### config.mk
export PLATFORM = sky130hd
export DESIGN_NAME = uart_prog_loader
export DESIGN_NICKNAME = d
export VERILOG_FILES = /design/src/rtl/loader_pkg.sv /design/src/rtl/uart_rx_core.sv /design/src/rtl/uart_prog_loader.sv
export SDC_FILE = /design/constraint.sdc
export NUM_CORES = 1
export LEC_CHECK = 0
export ABC_AREA = 1
export CORE_MARGIN = 2
export CORE_UTILIZATION = 55
export CTS_BUF_LIST = sky130_fd_sc_hd__clkbuf_4
export DETAILED_ROUTE_END_ITERATION = 8
export DONT_BUFFER_PORTS = 1
export HOLD_SLACK_MARGIN = 0.1
export PLACE_DENSITY = 0.73
export SYNTH_ARGS = -nofsm -noshare
export SYNTH_HDL_FRONTEND = slang
export SYNTH_SLANG_ARGS = --single-unit
### constraint.sdc
create_clock -name clk -period 1.8 [get_ports clk]
set_input_delay 0.27 -clock clk [delete_from_list [all_inputs] [get_ports clk]]
set_output_delay 0.27 -clock clk [all_outputs]
set_load 0.02 [all_outputs]
### src/rtl/loader_pkg.sv
// Shared types and constants for the UART program loader.
package loader_pkg;

    // Framing FSM states of the loader
    typedef enum logic [2:0] {
        IDLE,
        LEN_LO,
        LEN_HI,
        DATA,
        CSUM,
        DONE,
        ERR
    } loader_state_t;

    // First byte of every program image
    localparam logic [7:0] HDR_BYTE = 8'hA5;

    // Start bit + 8 data bits + stop bit
    localparam int BITS_PER_FRAME = 10;

endpackage

### src/rtl/uart_rx_core.sv
// 8N1 UART receiver: synchroniser, start-bit qualification, mid-bit sampling.
module uart_rx_core
    import loader_pkg::*;
#(
    parameter int CLKS_PER_BIT = 434
) (
    input  logic       clk,
    input  logic       rst,
    input  logic       rx,
    output logic [7:0] rx_data,
    output logic       rx_valid,
    output logic       rx_ferr
);

    localparam int CNT_W     = $clog2(CLKS_PER_BIT);
    localparam int DATA_BITS = BITS_PER_FRAME - 2;
    localparam logic [CNT_W-1:0] HALF_LAST = CNT_W'(CLKS_PER_BIT / 2 - 1);
    localparam logic [CNT_W-1:0] FULL_LAST = CNT_W'(CLKS_PER_BIT - 1);
    localparam logic [2:0]       LAST_BIT  = 3'(DATA_BITS - 1);

    typedef enum logic [1:0] {RX_IDLE, RX_START, RX_DATA, RX_STOP} rx_state_t;

    rx_state_t        rxState;
    logic             rxMeta;
    logic             rxSync;
    logic             rxPrev;
    logic [CNT_W-1:0] baudCnt;
    logic [2:0]       bitCnt;
    logic [7:0]       shiftReg;

    // Two-flop synchroniser plus one delayed copy for falling-edge detection
    always_ff @(posedge clk) begin
        if (rst) begin
            rxMeta <= 1'b1;
            rxSync <= 1'b1;
            rxPrev <= 1'b1;
        end else begin
            rxMeta <= rx;
            rxSync <= rxMeta;
            rxPrev <= rxSync;
        end
    end

    // Bit-timing state machine; the start bit is re-checked half a bit in
    // so a short low pulse is dropped, and every later sample lands mid-bit
    always_ff @(posedge clk) begin
        if (rst) begin
            rxState  <= RX_IDLE;
            baudCnt  <= '0;
            bitCnt   <= '0;
            shiftReg <= '0;
            rx_data  <= '0;
            rx_valid <= 1'b0;
            rx_ferr  <= 1'b0;
        end else begin
            rx_valid <= 1'b0;
            rx_ferr  <= 1'b0;
            case (rxState)
                RX_IDLE: begin
                    if (rxPrev && !rxSync) begin
                        rxState <= RX_START;
                        baudCnt <= '0;
                    end
                end
                RX_START: begin
                    if (baudCnt == HALF_LAST) begin
                        baudCnt <= '0;
                        bitCnt  <= '0;
                        rxState <= rxSync ? RX_IDLE : RX_DATA;
                    end else begin
                        baudCnt <= baudCnt + 1'b1;
                    end
                end
                RX_DATA: begin
                    if (baudCnt == FULL_LAST) begin
                        baudCnt  <= '0;
                        shiftReg <= {rxSync, shiftReg[7:1]};
                        if (bitCnt == LAST_BIT) begin
                            rxState <= RX_STOP;
                        end else begin
                            bitCnt <= bitCnt + 1'b1;
                        end
                    end else begin
                        baudCnt <= baudCnt + 1'b1;
                    end
                end
                RX_STOP: begin
                    if (baudCnt == FULL_LAST) begin
                        baudCnt <= '0;
                        rxState <= RX_IDLE;
                        if (rxSync) begin
                            rx_valid <= 1'b1;
                            rx_data  <= shiftReg;
                        end else begin
                            rx_ferr <= 1'b1;
                        end
                    end else begin
                        baudCnt <= baudCnt + 1'b1;
                    end
                end
                default: rxState <= RX_IDLE;
            endcase
        end
    end

endmodule

### src/rtl/uart_prog_loader.sv
// Boot loader: receives a framed program image over UART, writes it into
// instruction memory and releases the CPU reset once the checksum matches.
module uart_prog_loader
    import loader_pkg::*;
#(
    parameter int CLKS_PER_BIT = 434,
    parameter int IMEM_DEPTH   = 64,
    parameter int ADDR_W       = 6
) (
    input  logic              clk,
    input  logic              rst,
    input  logic              uart_rx,
    output logic              imem_we,
    output logic [ADDR_W-1:0] imem_addr,
    output logic [31:0]       imem_wdata,
    output logic              cpu_rst,
    output logic              load_done,
    output logic              load_err
);

    logic [7:0]    rxData;
    logic          rxValid;
    logic          rxFerr;
    loader_state_t state;
    logic [7:0]    lenLo;
    logic [15:0]   rxLen;
    logic [15:0]   wordCount;
    logic [15:0]   wordIdx;
    logic [1:0]    byteIdx;
    logic [7:0]    sum;
    logic [23:0]   laneBuf;
    logic          inFrame;

    uart_rx_core #(
        .CLKS_PER_BIT(CLKS_PER_BIT)
    ) rxCore (
        .clk     (clk),
        .rst     (rst),
        .rx      (uart_rx),
        .rx_data (rxData),
        .rx_valid(rxValid),
        .rx_ferr (rxFerr)
    );

    assign rxLen   = {rxData, lenLo};
    assign inFrame = (state == LEN_LO) || (state == LEN_HI) ||
                     (state == DATA)   || (state == CSUM);

    // Lower three bytes of the word being assembled; the top byte goes
    // straight from rxData into the write so the word leaves one cycle later
    for (genvar gi = 0; gi < 3; gi++) begin : g_lane
        // Capture byte lane gi while in DATA
        always_ff @(posedge clk) begin
            if (rst) begin
                laneBuf[gi*8 +: 8] <= '0;
            end else if (rxValid && state == DATA && byteIdx == 2'(gi)) begin
                laneBuf[gi*8 +: 8] <= rxData;
            end
        end
    end

    // Framing FSM with registered memory-write and status outputs
    always_ff @(posedge clk) begin
        if (rst) begin
            state      <= IDLE;
            lenLo      <= '0;
            wordCount  <= '0;
            wordIdx    <= '0;
            byteIdx    <= '0;
            sum        <= '0;
            imem_we    <= 1'b0;
            imem_addr  <= '0;
            imem_wdata <= '0;
            cpu_rst    <= 1'b1;
            load_done  <= 1'b0;
            load_err   <= 1'b0;
        end else begin
            imem_we <= 1'b0;
            if (rxFerr && inFrame) begin
                state    <= ERR;
                load_err <= 1'b1;
            end else if (rxValid) begin
                case (state)
                    IDLE, ERR: begin
                        if (rxData == HDR_BYTE) begin
                            state     <= LEN_LO;
                            load_err  <= 1'b0;
                            sum       <= '0;
                            byteIdx   <= '0;
                            wordIdx   <= '0;
                            imem_addr <= '0;
                        end
                    end
                    LEN_LO: begin
                        lenLo <= rxData;
                        state <= LEN_HI;
                    end
                    LEN_HI: begin
                        wordCount <= rxLen;
                        if (rxLen > 16'(IMEM_DEPTH)) begin
                            state    <= ERR;
                            load_err <= 1'b1;
                        end else if (rxLen == 16'd0) begin
                            state <= CSUM;
                        end else begin
                            state <= DATA;
                        end
                    end
                    DATA: begin
                        sum     <= sum + rxData;
                        byteIdx <= byteIdx + 1'b1;
                        if (byteIdx == 2'd3) begin
                            imem_we    <= 1'b1;
                            imem_wdata <= {rxData, laneBuf};
                            imem_addr  <= wordIdx[ADDR_W-1:0];
                            wordIdx    <= wordIdx + 16'd1;
                            if (wordIdx + 16'd1 == wordCount) begin
                                state <= CSUM;
                            end
                        end
                    end
                    CSUM: begin
                        if (rxData == sum) begin
                            state     <= DONE;
                            cpu_rst   <= 1'b0;
                            load_done <= 1'b1;
                        end else begin
                            state    <= ERR;
                            load_err <= 1'b1;
                        end
                    end
                    DONE: begin
                    end
                    default: state <= IDLE;
                endcase
            end
        end
    end

endmodule

# Word level (Yosys, flattened, before mapping)
# Index checks and enable logic that the tools add are counted.
[classes]
add_sub_neg = 5
magnitude_cmp = 1
eq_ne = 33
muxes = 43
bitwise_logic = 6
reduce_logical = 36
[ops]
columns = ["operator", "n"]
rows = [
  ["two-way mux 16 bit", 2],
  ["case mux 16 bit (2 select lines)", 1],
  ["two-way mux 3 bit", 10],
  ["two-way mux 9 bit", 3],
  ["case mux 9 bit (3 select lines)", 1],
  ["AND reduction 5 bit", 5],
  ["case mux 3 bit (6 select lines)", 1],
  ["adder 16 x 1 -> 16 bit, second input constant", 1],
  ["== test 16 bit", 1],
  ["> comparator 16 x 7 -> 1 bit, second input constant", 1],
  ["logical NOT 16 bit", 1],
  ["two-way mux 2 bit", 8],
  ["case mux 8 bit (2 select lines)", 1],
  ["AND reduction 4 bit", 4],
  ["inequality test 2 x 1 -> 1 bit, second input constant", 7],
  ["== test 3 bit, second input constant", 4],
  ["two-way mux 6 bit", 2],
  ["case mux 6 bit (2 select lines)", 1],
  ["adder 9 x 1 -> 9 bit, second input constant", 1],
  ["== test 9 x 8 -> 1 bit, second input constant", 1],
  ["== test 9 bit, second input constant", 1],
  ["inequality test 3 x 1 -> 1 bit, second input constant", 3],
  ["AND reduction 3 bit", 3],
  ["adder 8 bit", 1],
  ["other kinds (28)", 60],
]
[word_totals]
register_bits = 154

# Longest topological paths before layout
[depth]
ltp_word = 7
mapped_depth = 18
depth_no_buf = 17

# Modules after synthesis
# Synthesis repeated with hierarchy kept, for this count alone.
[unflattened]
hier_cells = 999
hier_area_um2 = 7129.3
[by_module_without_submodules]
columns = ["module", "instances", "cells_per_inst", "area_each_um2"]
rows = [
  ["uart_prog_loader", 1, 761, 5480.3],
  ["uart_rx_core", 1, 238, 1649.1],
]

# Least setup slack after synthesis
# OpenSTA, ideal clock, no wires.
[synth_path]
path_kind = "reg2reg"
from = "reg wordIdx[0]"
to = "reg state[1]"
setup_time_ps = 115
t_arrival_ps = 1768
required_ps = 1685
setup_slack_ps = -83
stages_incl_launch_ff = 17
path_buffers = 0
path_cell_list = "dfxtp_1 ha_1 nand2_1 nor2_4 nand3_1 nand2_1 nand2_1 nand2_1 nand2_1 nor2_1 nand2_1 nor2_1 nand3_1 nand2_1 nand3_1 nand2_1 nor2_1"
[synth_via]
elab_chain_cells = 4
[synth_rtl]
columns = ["element", "line", "rtl"]
rows = [
  ["start: declaration", "uart_prog_loader.sv:28", "logic [15:0] wordIdx;"],
  ["start signal: assignment", "uart_prog_loader.sv:116", "wordIdx <= wordIdx + 16'd1;"],
  ["adder 16 x 1 -> 16 bit", "uart_prog_loader.sv:117", "if (wordIdx + 16'd1 == wordCount) begin"],
  ["== test 16 bit", "uart_prog_loader.sv:117", ""],
  ["inequality test 3 x 1 -> 1 bit (no source line)", "--", ""],
  ["AND reduction 5 bit (no source line)", "--", ""],
  ["end signal: assignment", "uart_prog_loader.sv:118", "state <= CSUM;"],
  ["end signal: assignment", "uart_prog_loader.sv:124", "state <= DONE;"],
  ["end signal: assignment", "uart_prog_loader.sv:128", "state <= ERR;"],
  ["end: declaration", "uart_prog_loader.sv:24", "loader_state_t state;"],
]
# Every way passes these cells.
# A chain may end at the register's enable or synchronous reset.

# Final worst setup path
[layout_path]
from = "reg rxCore.rx_data[4]"
to = "reg wordIdx[9]"
[layout_via]
elab_chain_cells = 3
[layout_rtl]
columns = ["element", "line", "rtl"]
rows = [
  ["start: declaration", "uart_rx_core.sv:10", "output logic [7:0] rx_data,"],
  ["start signal: assignment", "uart_rx_core.sv:93", "rx_data <= shiftReg;"],
  ["== test 8 bit", "uart_prog_loader.sv:85", "if (rxData == HDR_BYTE) begin"],
  ["inequality test 2 bit (no source line)", "--", ""],
  ["AND reduction 5 bit (no source line)", "--", ""],
]
# Every way passes these cells.

==> flow_summary.toml <==
[sta]
fin_skew_ps = 20.4
max_freq_mhz = 492
min_period_ps = 2030
fin_tns_setup_ps = -6910
finalCritPeriodShare = 1.13
setup_ws_ps = -234
setup_violations = 65
slew_headroom = 0.635
rsz0062_at_grt = "yes"
slew_viol_final = 0
final-hold-violation-count = 0
tightest_slew_ps = 547

[clocking]
clock-sinks = 154
cts_tree = "done"
cts-root-buf = "clkbuf_4"
clkTransAtPathRegs_ps = 130
cts_buffer_depth = 2
clk_latency_ps = 570
h-tree-depth = 4
numCtsBuffers = 17

[drt]
drtIter0Drc = 488
wl_per_cell_um = 15.6
wirelength_um = 19400
vias_per_cell = 5.48
via_count = 6821
drc = 0
drt-pass1-iter-count = 6
antenna_left = 0

[critical_path]
critical-path-top-delay-family = "simple AND/OR/NAND/NOR gates"
end_kind = "flop"
worstPathMaxFanout = 6
crit_type = "reg2reg"
cp.required_ps = 2290
crit_slowest_cell = "dfxtp_4"
cp.arrival_ps = 2530
crit_buf_inv = 5
cp_cell_sequence = "buf_4 -> nor4_4 -> buf_4 -> a21oi_2 -> nor2_2 -> inv_2 -> nor2_8 -> inv_6 -> nor2_8 -> clkbuf_16 -> nand3_1 -> a21oi_1"
start_kind = "flop"
critical_path.max_stage_delay_ps = 390

[pwr]
power.leakage_nw = 3.60
p_per_area_mw_per_mm2 = 646
peakVddDrop_v = 0.000484
power_w = 0.00568

[synth]
ys_ff_latch = 154
yosysWarnings = 0
syn_area_sq_mm = 0.00695
synth_top_area_share = 0.444
synth_top_area_cell = "dfxtp_1"
synth.area.top_cells = "dfxtp_1, a21oi_1, o21ai_0"
synth_cell_types = 40
synthesis.nets = 976
syn_inst = 955
ys_seq_area_frac = 0.444
syn_area_per_cell_sq_um = 7.28

[floorplanning]
dieArea_sq_mm = 0.0136
std_cell_rows = 41
ios = 45
start_util = 0.558
fp.dieW_um = 116
die_h_um = 116
core_area_sq_mm = 0.0125

[min_path]
hp-class = "in2reg"

[grt]
grt_overflow = 0
grt_util_all_layers = 0.266
antenna_found_initial = 0
grt_pass1_wl_um = 28000
grt_start_max_net_pins = 69
grt_pass1_vias = 5952

[run]
cap_viol_max_count = 0

[run_status]
outcome = "finished, violations left"
failed_checks = "negative setup slack"

[placement]
dp_hpwl_um = 12100
gp_congestion = 0.910
placed_cell_area_sq_mm = 0.00777
numPortBuffers = 0
post-place-ws_ps = -272

[cells_and_area]
syn2layout_area_growth_pct = 26.5
utilization = 0.706
layout-drive-gt1-share = 0.270
fin_area_sq_mm = 0.00879
diodes = 0
nets = 1081
## cell usage after synthesis
master     count
o21ai_2        3
nor3_1        14
a21oi_2        3
xor2_1         3
o21ai_0      120
a2111oi_0      1
and2_1         3
a221oi_1       2
nor4_1         4
inv_1         95
buf_4          1
nand4_1       13
fa_1           1
clkinv_1       1
nor3_2         1
or2_2          7
a211oi_1       1
nor2_8         2
nand3b_1       2
xnor3_1        1
clkbuf_1      28
nand3_1       55
and3_1         1
buf_6          2
inv_2          5
a21oi_1      129
o211a_1        1
o32ai_1        1
buf_2          7
a31oi_1        4
inv_6          1
o221ai_1       2
nor2_4         3
clkbuf_2       2
ha_1          17
or3_1          1
nor2_2         3
nand2_1      153
nor2_1       108
dfxtp_1      154
## through the flow
| step | hold WS, ps | std cells |
|---|---|---|
| 4_1_cts | -292 | 1225 |
| 3_5_place_dp | 341 | 1186 |
| 3_3_place_gp | 342 | 1186 |
| 6_report | 349 | 1245 |
| 2_1_floorplan | 374 | 955 |
| 5_1_grt | 314 | 1245 |
## power breakdown
group          leakage, nW  internal (W)  switching [W]
logic                 2.20      0.000118       0.000191
clock network        0.141      0.000613        0.00134
registers             1.25       0.00342     0.00000855
## routing by layer
metal  GRT usage  vias to the layer above  routed length, um  part of all wire
met3      0.0488                       52                989             0.051
met4       0.102                        0                610             0.031
li1            -                     3384                  -                 -
met5           0                        -                  0                 0
met1       0.338                     3155               8190              0.42
met2       0.450                      230               9610              0.50
## state kept, by name, summed over array words and instances, names as in the netlist, named ones only
signal and cells:
wordIdx 16, cpu_rst 1, rxCore.shiftReg 8, wordCount 16, load_err 1, sum 8, rxCore.rx_data 8, byteIdx 2
rxCore.rxState 1, imem_wdata 32, rxCore.rx_ferr 1, imem_we 1, rxCore.rxSync 1, rxCore.rxPrev 1, rxCore.baudCnt 9, rxCore.bitCnt 3
imem_addr 6, lenLo 8, rxCore.rx_valid 1, laneBuf 24, load_done 1, rxCore.rxMeta 1, state 3
## placed cells by master, fill, tap and decap left out, types with 16 or more instances in the layout
master      n
nand2_1   134
dfxtp_1   131
a21oi_1   115
buf_4     104
o21ai_0   102
nor2_1     97
inv_1      90
nand3_1    45
clkbuf_4   19
dfxtp_2    18
a21oi_2    17
nand2_2    16
## final timing paths
check             slack [ps]               start           endpoint  depth (start not counted)
setup / recovery        -230   rxCore.rx_data[4]         wordIdx[9]                         12
hold / removal           350                 rst      rxCore.rxSync                          2
setup reg to reg        -230   rxCore.rx_data[4]         wordIdx[9]                         12
hold reg to reg          460  rxCore.shiftReg[0]  rxCore.rx_data[0]                          2
## repair_timing
action | in CTS | in global routing
endpoints found under the hold margin | 50 | 37
gates resized for setup | 42 | 114
cloned | 0 | 4
setup buffers | 2 | 13
hold buffers | 5 | 3
pin swaps | 11 | 31
setup endpoints to repair | 88 | 125
## cell families after synthesis
logic type	synth area share
and+or+nand+nor	0.234
AOI/OAI and AO/OA	0.201
DFF	0.444
buffers and inverters	0.0817
adders and majority gates	0.0335
xor gates and xnor gates	0.00702
## final cells by class
| class | instances | area (sq um) |
|---|---|---|
| clock buffer | 19 | 143 |
| clock inverter | 13 | 108 |
| timing repair buffer | 124 | 1040 |
| fill | 1021 | 3670 |
| multi-input combinational | 659 | 3730 |
| sequential | 154 | 3120 |
| tap | 172 | 215 |
| timing repair inverter | 2 | 20.0 |
| inverter | 102 | 412 |
Power figures use the tool's default switching activity.
